### config.mk
export PLATFORM = sky130hd
export DESIGN_NAME = muldiv_sched_flat
export DESIGN_NICKNAME = d
export VERILOG_FILES = /design/src/rtl/muldiv_sched_pkg.sv /design/src/rtl/muldiv_sched_if.sv /design/src/rtl/muldiv_sched.sv /design/src/flat_wrapper.sv
export SDC_FILE = /design/constraint.sdc
export NUM_CORES = 1
export LEC_CHECK = 0
export BUFFER_PORTS_ARGS = -buffer_cell sky130_fd_sc_hd__buf_2
export CAP_MARGIN = 10
export CORE_MARGIN = 2
export CORE_UTILIZATION = 38
export CTS_CLUSTER_SIZE = 12
export DETAILED_ROUTE_END_ITERATION = 16
export PLACE_DENSITY_LB_ADDON = 0.3
export SLEW_MARGIN = 20
export SYNTH_ARGS = -nofsm -noshare
export SYNTH_HDL_FRONTEND = slang
export SYNTH_SLANG_ARGS = --single-unit
### constraint.sdc
create_clock -name clk -period 6.4 [get_ports clk]
set_clock_uncertainty 0.2 [all_clocks]
set_input_delay 0 -clock clk [delete_from_list [all_inputs] [get_ports clk]]
set_output_delay 0 -clock clk [all_outputs]
set_load 0.05 [all_outputs]
### src/rtl/muldiv_sched_pkg.sv
// Shared types and op-class helpers for the mul/div execute-stage sequencer.
package muldiv_pkg;

   typedef enum logic [3:0] {
      OP_MULT  = 4'd0,
      OP_MULTU = 4'd1,
      OP_DIV   = 4'd2,
      OP_DIVU  = 4'd3,
      OP_MADD  = 4'd4,
      OP_MADDU = 4'd5,
      OP_MSUB  = 4'd6,
      OP_MSUBU = 4'd7,
      OP_MUL   = 4'd8
   } md_op_t;

   typedef enum logic [1:0] {
      ST_IDLE = 2'd0,
      ST_MUL  = 2'd1,
      ST_DIV  = 2'd2,
      ST_HOLD = 2'd3
   } md_state_t;

   function automatic logic is_div(md_op_t op);
      return (op == OP_DIV) || (op == OP_DIVU);
   endfunction

   function automatic logic is_signed(md_op_t op);
      return (op == OP_MULT) || (op == OP_DIV) || (op == OP_MADD) ||
             (op == OP_MSUB) || (op == OP_MUL);
   endfunction

   function automatic logic writes_hilo(md_op_t op);
      return op != OP_MUL;
   endfunction

   function automatic logic is_acc(md_op_t op);
      return (op == OP_MADD) || (op == OP_MADDU);
   endfunction

   function automatic logic is_sub(md_op_t op);
      return (op == OP_MSUB) || (op == OP_MSUBU);
   endfunction

endpackage

### src/rtl/muldiv_sched_if.sv
// E-stage, unit and HI/LO signals of the mul/div sequencer; master is the sequencer side.
interface muldiv_sched_if #(parameter int W = 32);
   import muldiv_pkg::*;

   logic           op_valid_i;
   md_op_t         op_i;
   logic [W-1:0]   src_a_i;
   logic [W-1:0]   src_b_i;
   logic [2*W-1:0] hilo_i;
   logic           stall_ext_i;
   logic           flush_i;
   logic           flush_exc_i;
   logic [W-1:0]   op_a_o;
   logic [W-1:0]   op_b_o;
   logic           mul_start_o;
   logic           mul_sign_o;
   logic           mul_ready_i;
   logic [2*W-1:0] mul_result_i;
   logic           div_start_o;
   logic           div_sign_o;
   logic           div_annul_o;
   logic           div_ready_i;
   logic [2*W-1:0] div_result_i;
   logic           stall_o;
   logic           hilo_we_o;
   logic [2*W-1:0] hilo_wdata_o;
   logic [W-1:0]   mul_lo_o;

   modport master (
      input  op_valid_i, op_i, src_a_i, src_b_i, hilo_i, stall_ext_i, flush_i, flush_exc_i,
             mul_ready_i, mul_result_i, div_ready_i, div_result_i,
      output op_a_o, op_b_o, mul_start_o, mul_sign_o, div_start_o, div_sign_o, div_annul_o,
             stall_o, hilo_we_o, hilo_wdata_o, mul_lo_o
   );

   modport slave (
      output op_valid_i, op_i, src_a_i, src_b_i, hilo_i, stall_ext_i, flush_i, flush_exc_i,
             mul_ready_i, mul_result_i, div_ready_i, div_result_i,
      input  op_a_o, op_b_o, mul_start_o, mul_sign_o, div_start_o, div_sign_o, div_annul_o,
             stall_o, hilo_we_o, hilo_wdata_o, mul_lo_o
   );

endinterface

### src/rtl/muldiv_sched.sv
// Launches the shared multiplier/divider for one E-stage op, stalls until the result
// returns, and issues the single HI/LO write as the instruction leaves E.
module muldiv_sched #(
   parameter int W = 32
) (
   input  logic           clk,
   input  logic           rst,
   muldiv_sched_if.master bus
);
   import muldiv_pkg::*;

   md_state_t      state_reg, state_next;
   md_op_t         op_reg, op_next;
   logic [W-1:0]   op_a_reg, op_a_next;
   logic [W-1:0]   op_b_reg, op_b_next;
   logic [2*W-1:0] res_reg, res_next;
   logic           nowrite_reg, nowrite_next;
   logic [2*W-1:0] acc_sum, acc_dif;

   always_ff @(posedge clk) begin
      if (!rst) begin
         state_reg   <= ST_IDLE;
         op_reg      <= OP_MULT;
         op_a_reg    <= '0;
         op_b_reg    <= '0;
         res_reg     <= '0;
         nowrite_reg <= 1'b0;
      end else begin
         state_reg   <= state_next;
         op_reg      <= op_next;
         op_a_reg    <= op_a_next;
         op_b_reg    <= op_b_next;
         res_reg     <= res_next;
         nowrite_reg <= nowrite_next;
      end
   end

   // Accumulate source is sampled in the write cycle so an older HI/LO write is seen.
   assign acc_sum = bus.hilo_i + res_reg;
   assign acc_dif = bus.hilo_i - res_reg;

   always_comb begin
      state_next   = state_reg;
      op_next      = op_reg;
      op_a_next    = op_a_reg;
      op_b_next    = op_b_reg;
      res_next     = res_reg;
      nowrite_next = nowrite_reg;

      bus.op_a_o       = op_a_reg;
      bus.op_b_o       = op_b_reg;
      bus.mul_lo_o     = res_reg[W-1:0];
      bus.mul_start_o  = 1'b0;
      bus.mul_sign_o   = 1'b0;
      bus.div_start_o  = 1'b0;
      bus.div_sign_o   = 1'b0;
      bus.div_annul_o  = 1'b0;
      bus.stall_o      = 1'b0;
      bus.hilo_we_o    = 1'b0;
      bus.hilo_wdata_o = '0;

      case (state_reg)
         ST_IDLE: begin
            if (bus.op_valid_i && !bus.flush_i) begin
               bus.stall_o  = 1'b1;
               op_next      = bus.op_i;
               op_a_next    = bus.src_a_i;
               op_b_next    = bus.src_b_i;
               nowrite_next = 1'b0;
               // A zero divisor never reaches the divider; HI/LO is left untouched.
               if (is_div(bus.op_i) && (bus.src_b_i == '0)) begin
                  state_next   = ST_HOLD;
                  nowrite_next = 1'b1;
               end else if (is_div(bus.op_i)) begin
                  state_next = ST_DIV;
               end else begin
                  state_next = ST_MUL;
               end
            end
         end
         ST_MUL: begin
            bus.stall_o     = 1'b1;
            bus.mul_sign_o  = is_signed(op_reg);
            bus.mul_start_o = !bus.flush_i;
            if (bus.flush_i) begin
               state_next = ST_IDLE;
            end else if (bus.mul_ready_i) begin
               res_next   = bus.mul_result_i;
               state_next = ST_HOLD;
            end
         end
         ST_DIV: begin
            bus.stall_o     = 1'b1;
            bus.div_sign_o  = is_signed(op_reg);
            bus.div_start_o = !bus.flush_i;
            bus.div_annul_o = bus.flush_i;
            if (bus.flush_i) begin
               state_next = ST_IDLE;
            end else if (bus.div_ready_i) begin
               res_next   = bus.div_result_i;
               state_next = ST_HOLD;
            end
         end
         ST_HOLD: begin
            bus.hilo_we_o = writes_hilo(op_reg) && !nowrite_reg && !bus.stall_ext_i &&
                            !bus.flush_exc_i && !bus.flush_i;
            if (is_acc(op_reg)) begin
               bus.hilo_wdata_o = acc_sum;
            end else if (is_sub(op_reg)) begin
               bus.hilo_wdata_o = acc_dif;
            end else begin
               bus.hilo_wdata_o = res_reg;
            end
            if (bus.flush_i || !bus.stall_ext_i) begin
               state_next = ST_IDLE;
            end
         end
         default: begin
            state_next = ST_IDLE;
         end
      endcase
   end

endmodule

### src/flat_wrapper.sv
// flat-port wrapper written by rule: the top's interface ports become plain ports
module muldiv_sched_flat import muldiv_pkg::*;
#(
   parameter int W = 32
)
  (clk, rst, bus_op_valid_i, bus_op_i, bus_src_a_i, bus_src_b_i, bus_hilo_i, bus_stall_ext_i, bus_flush_i, bus_flush_exc_i, bus_mul_ready_i, bus_mul_result_i, bus_div_ready_i, bus_div_result_i, bus_op_a_o, bus_op_b_o, bus_mul_start_o, bus_mul_sign_o, bus_div_start_o, bus_div_sign_o, bus_div_annul_o, bus_stall_o, bus_hilo_we_o, bus_hilo_wdata_o, bus_mul_lo_o);
  muldiv_sched_if #(.W(W)) bus_i ();
  input  logic clk;
  input  logic rst;
  input wire logic [$bits(bus_i.op_valid_i)-1:0] bus_op_valid_i;
  input wire logic [$bits(bus_i.op_i)-1:0] bus_op_i;
  input wire logic [$bits(bus_i.src_a_i)-1:0] bus_src_a_i;
  input wire logic [$bits(bus_i.src_b_i)-1:0] bus_src_b_i;
  input wire logic [$bits(bus_i.hilo_i)-1:0] bus_hilo_i;
  input wire logic [$bits(bus_i.stall_ext_i)-1:0] bus_stall_ext_i;
  input wire logic [$bits(bus_i.flush_i)-1:0] bus_flush_i;
  input wire logic [$bits(bus_i.flush_exc_i)-1:0] bus_flush_exc_i;
  input wire logic [$bits(bus_i.mul_ready_i)-1:0] bus_mul_ready_i;
  input wire logic [$bits(bus_i.mul_result_i)-1:0] bus_mul_result_i;
  input wire logic [$bits(bus_i.div_ready_i)-1:0] bus_div_ready_i;
  input wire logic [$bits(bus_i.div_result_i)-1:0] bus_div_result_i;
  output wire logic [$bits(bus_i.op_a_o)-1:0] bus_op_a_o;
  output wire logic [$bits(bus_i.op_b_o)-1:0] bus_op_b_o;
  output wire logic [$bits(bus_i.mul_start_o)-1:0] bus_mul_start_o;
  output wire logic [$bits(bus_i.mul_sign_o)-1:0] bus_mul_sign_o;
  output wire logic [$bits(bus_i.div_start_o)-1:0] bus_div_start_o;
  output wire logic [$bits(bus_i.div_sign_o)-1:0] bus_div_sign_o;
  output wire logic [$bits(bus_i.div_annul_o)-1:0] bus_div_annul_o;
  output wire logic [$bits(bus_i.stall_o)-1:0] bus_stall_o;
  output wire logic [$bits(bus_i.hilo_we_o)-1:0] bus_hilo_we_o;
  output wire logic [$bits(bus_i.hilo_wdata_o)-1:0] bus_hilo_wdata_o;
  output wire logic [$bits(bus_i.mul_lo_o)-1:0] bus_mul_lo_o;
  assign bus_i.op_valid_i = bus_op_valid_i;
  assign bus_i.op_i = bus_op_i;
  assign bus_i.src_a_i = bus_src_a_i;
  assign bus_i.src_b_i = bus_src_b_i;
  assign bus_i.hilo_i = bus_hilo_i;
  assign bus_i.stall_ext_i = bus_stall_ext_i;
  assign bus_i.flush_i = bus_flush_i;
  assign bus_i.flush_exc_i = bus_flush_exc_i;
  assign bus_i.mul_ready_i = bus_mul_ready_i;
  assign bus_i.mul_result_i = bus_mul_result_i;
  assign bus_i.div_ready_i = bus_div_ready_i;
  assign bus_i.div_result_i = bus_div_result_i;
  assign bus_op_a_o = bus_i.op_a_o;
  assign bus_op_b_o = bus_i.op_b_o;
  assign bus_mul_start_o = bus_i.mul_start_o;
  assign bus_mul_sign_o = bus_i.mul_sign_o;
  assign bus_div_start_o = bus_i.div_start_o;
  assign bus_div_sign_o = bus_i.div_sign_o;
  assign bus_div_annul_o = bus_i.div_annul_o;
  assign bus_stall_o = bus_i.stall_o;
  assign bus_hilo_we_o = bus_i.hilo_we_o;
  assign bus_hilo_wdata_o = bus_i.hilo_wdata_o;
  assign bus_mul_lo_o = bus_i.mul_lo_o;
  muldiv_sched #(.W(W)) u_core (.clk(clk), .rst(rst), .bus(bus_i));
endmodule
==> flow_summary.ini <==
[outcome]
outcome = complete, no violations

[worst_setup_path]
worst_ep_required_time_ns = 6.20
endpoint_kind = primary output
critPathKind = flip-flop to primary output
start_kind = flip-flop
path_delay_family = simple AND/OR/NAND/NOR gates
crit_slowest_cell = nor4_1
worstPathCellList = inv_1 > ha_1 > nor4_1 > nand3_1 > nor4_1 > nor4_1 > nor4_1 > o21ai_1 > o21ai_1 > mux2i_1 > xnor2_1 > a211oi_1 > buf_2
slowest_delay_ns = 0.58
critPathMaxFanout = 13
arrival_ns = 4.98
crit_buf_inv = 2
worst_path_most_repeated_cell = nor4_1

[grt]
grt_remaining_overflow = 0
globalRouteMet3Util_pct = 4.979
grtUsageMet1_pct = 38.25
grt_first_pass_wirelength_um = 100600
grt_usage_pct = 30.27
busiest_layer = met2
grt_pass1_vias = 18410
grt_start_max_net_pins = 93
use_met2_pct = 51.62
antenna_found_initial = 6

[logic_synthesis]
syn-cell-area_um2 = 15310
synth_cells = 2158
synthFlopType = dfxtp_1
synth.distinct_cells = 93
avgSynthCellArea_um2 = 7.093
yosysSeqAreaShare_pct = 17.66
synth_compound_area_share_pct = 33.58
synthSimpleGateAreaFrac_pct = 21.02
synth_xor_area_share_pct = 2.632
synth_edf_count = 0
syn-num-nets = 2560
synth_top_family_by_area = compound AO/OA/AOI/OAI gates
synthArstFlopShare_pct = 0
synth_mux_area_share_pct = 4.790
ys_seq_elements = 135
synthAdderAreaFrac_pct = 11.05
yosysWarnings = 0

[place]
gp_congestion = 0.9707
dpl_cell_area_um2 = 17450
dp_hpwl_um = 47300
dp.cells = 2953
pre_cts_ws_ns = 1.862
portBuffers = 434

[pwr]
p_switching_w = 0.003877
power.internal_w = 0.003370
p_seq_share_pct = 17.2
ir_drop_mv = 0.2565
switching_share_pct = 53.50
combinationalPowerShare_pct = 67.9
powerDensity_nw_per_um2 = 348.6
clock_power_share_pct = 14.9
p_leak_nw = 9.447

[route]
viasPerCell = 5.707
drcViolationCount = 0
post_drt_wl_per_cell_um = 20.04
first_pass_iters = 7
ant_nets = 0
num_vias = 18610
routed_wirelength_um = 65350
dr.first_iter.drc_count = 1441

[sta]
hold_ws_ns = 0.04182
drv_slew = 0
worst_slack_ns = 1.216
fin_crit_ns = 5.184
fin_crit_sh_pct = 81.00
setup_violations = 0
finalHoldViolCount = 0
slew-limit-headroom_pct = 33.30
worst_pin_slew_ns = 0.9990
clock.fmax_mhz = 192.9
rsz0062_at_grt = no
fin_tns_setup_ns = 0

[die]
initial_core_util_pct = 38.53
rows = 73
ios = 435
die_h_um = 204.7
die_w_um = 204.7
core_um2 = 39730
die_area_um2 = 41900

[clocking]
worstSkewPairLatency_ns = 0.45
cts.sinks = 135
clk_pin_slew_worst_paths_ns = 0.08
cts_tree = yes
cts_buffer_depth = 2
cts_resized = 0
root_buffer = clkbuf_16
numCtsBuffers = 17
ctsHtreeMaxLevel = 4

[cells_and_area]
drive_above_1_share_pct = 19.05
layout_commonest_cell = buf_2
nets = 3119
design_area_um2 = 20790
areaGrowthSynthToFinish_pct = 35.83
largest_register_ff_count = 64
most-common-layout-cells = 433 x buf_2, 317 x nand2_1, 270 x dlygate4sd3_1
fillers = 3848
layoutNonFillerInstCount = 3261

[run]
maxCapViolations = 0

[worst_hold_path]
hold_class = primary input to flip-flop
[Yosys cell counts (all sizes together), types with 5 or more instances]
cell,number,share of area (%)
a211oi,34,1.7
o31ai,26,1.3
a2111oi,14,1.1
a311oi,6,0.38
nand3,43,1.4
o2111ai,11,0.63
o31a,5,0.29
o211ai,18,0.88
clkbuf,110,2.7
nand2,317,7.8
ha,132,11
inv,152,3.7
nor3,36,1.2
nand4,30,1.2
and3,6,0.25
o211a,69,4.5
nor2b,26,1.1
and2,13,0.53
o21bai,42,2.1
a21boi,79,3.9
or4,5,0.27
nor4,51,2.2
a21o,24,1.2
o311ai,7,0.45
nand2b,12,0.49
dfxtp,135,18
a221oi,7,0.44
o21a,16,0.78
o21ai,117,3.8
xnor2,43,2.5
mux2i,71,4.6
a211o,5,0.29
a31oi,21,0.86
buf,69,2.8
or3,14,0.60
o311a,5,0.33
nor2,127,3.1
a21oi,201,6.6
[what timing repair did]
action / in CTS / in global routing
hold buffers: 270 / 0
endpoints found under the hold margin: 135 / 0
setup buffers: 0 / 0
[logic make-up (layout without fill, tap and decap cells)]
family                     count (synthesis)  in the layout
muxes                                     73             73
and+or+nand+nor                          698            698
xor gates and xnor gates                  46             46
buffers and inverters                    332            904
adders and majority gates                134            134
DFF                                      135            135
AOI/OAI and AO/OA                        740            740
other                                      0              6
[through the flow]
step | total power [W] | utilization, %
3_5_place_dp | 0.005721 | 43.92
5_1_grt | 0.007726 | 52.33
4_1_cts | 0.007174 | 52.29
6_report | 0.007248 | 52.33
3_3_place_gp | 0.005702 | 43.92
2_1_floorplan | 0.004626 | -
[layer usage]
metal,up-vias,routed length [um]
met1,8882,27990
met5,-,0
met4,0,2222
met3,139,4170
li1,8855,-
met2,734,30970
[worst reg2reg max path, stage by stage (launching register included)]
cell and delay, ns:
dfxtp_1 0.34, inv_1 0.15, ha_4 0.64, inv_1 0.31, o22ai_1 0.37, a21oi_1 0.07
nor2_1 0.10, dlygate4sd3_1 0.55, a21oi_1 0.04, dlygate4sd3_1 0.61, o21ai_0 0.17, a21oi_1 0.06
dlygate4sd3_1 0.56
[final timing paths]
check | startpoint | end | cells after the start | slack (ns)
max | u_core.res_reg[9] | bus_hilo_wdata_o[46] | 13 | 1.22
min | bus_flush_i | u_core.state_reg[1] | 5 | 0.04
min reg2reg | u_core.bus.op_a_o[21] | u_core.bus.op_a_o[21] | 2 | 0.27
max reg2reg | u_core.state_reg[0] | u_core.state_reg[0] | 12 | 2.12
[power by group through the flow]
stage                     sequential [W]  clock [W]  combinational, W
after CTS                        0.00124    0.00110           0.00483
after detailed placement         0.00126          0           0.00446
final                            0.00125    0.00108           0.00492
after floorplan                  0.00136          0           0.00327
after global routing             0.00128    0.00113           0.00531
after global placement           0.00125          0           0.00446
[layout make-up]
type	count	area [um2]	share of cell area [%]
diodes	6	15.01	0.07222
clock buffers	17	425.4	2.046
clock inverters	15	197.7	0.9508
inverters	153	574.3	2.762
multi-input cells	1691	11230	54.01
flip-flops and latches	135	2704	13.00
well taps	525	656.9	3.159
repair buffers	719	4990	24.00
Power figures use the tool's default switching activity.
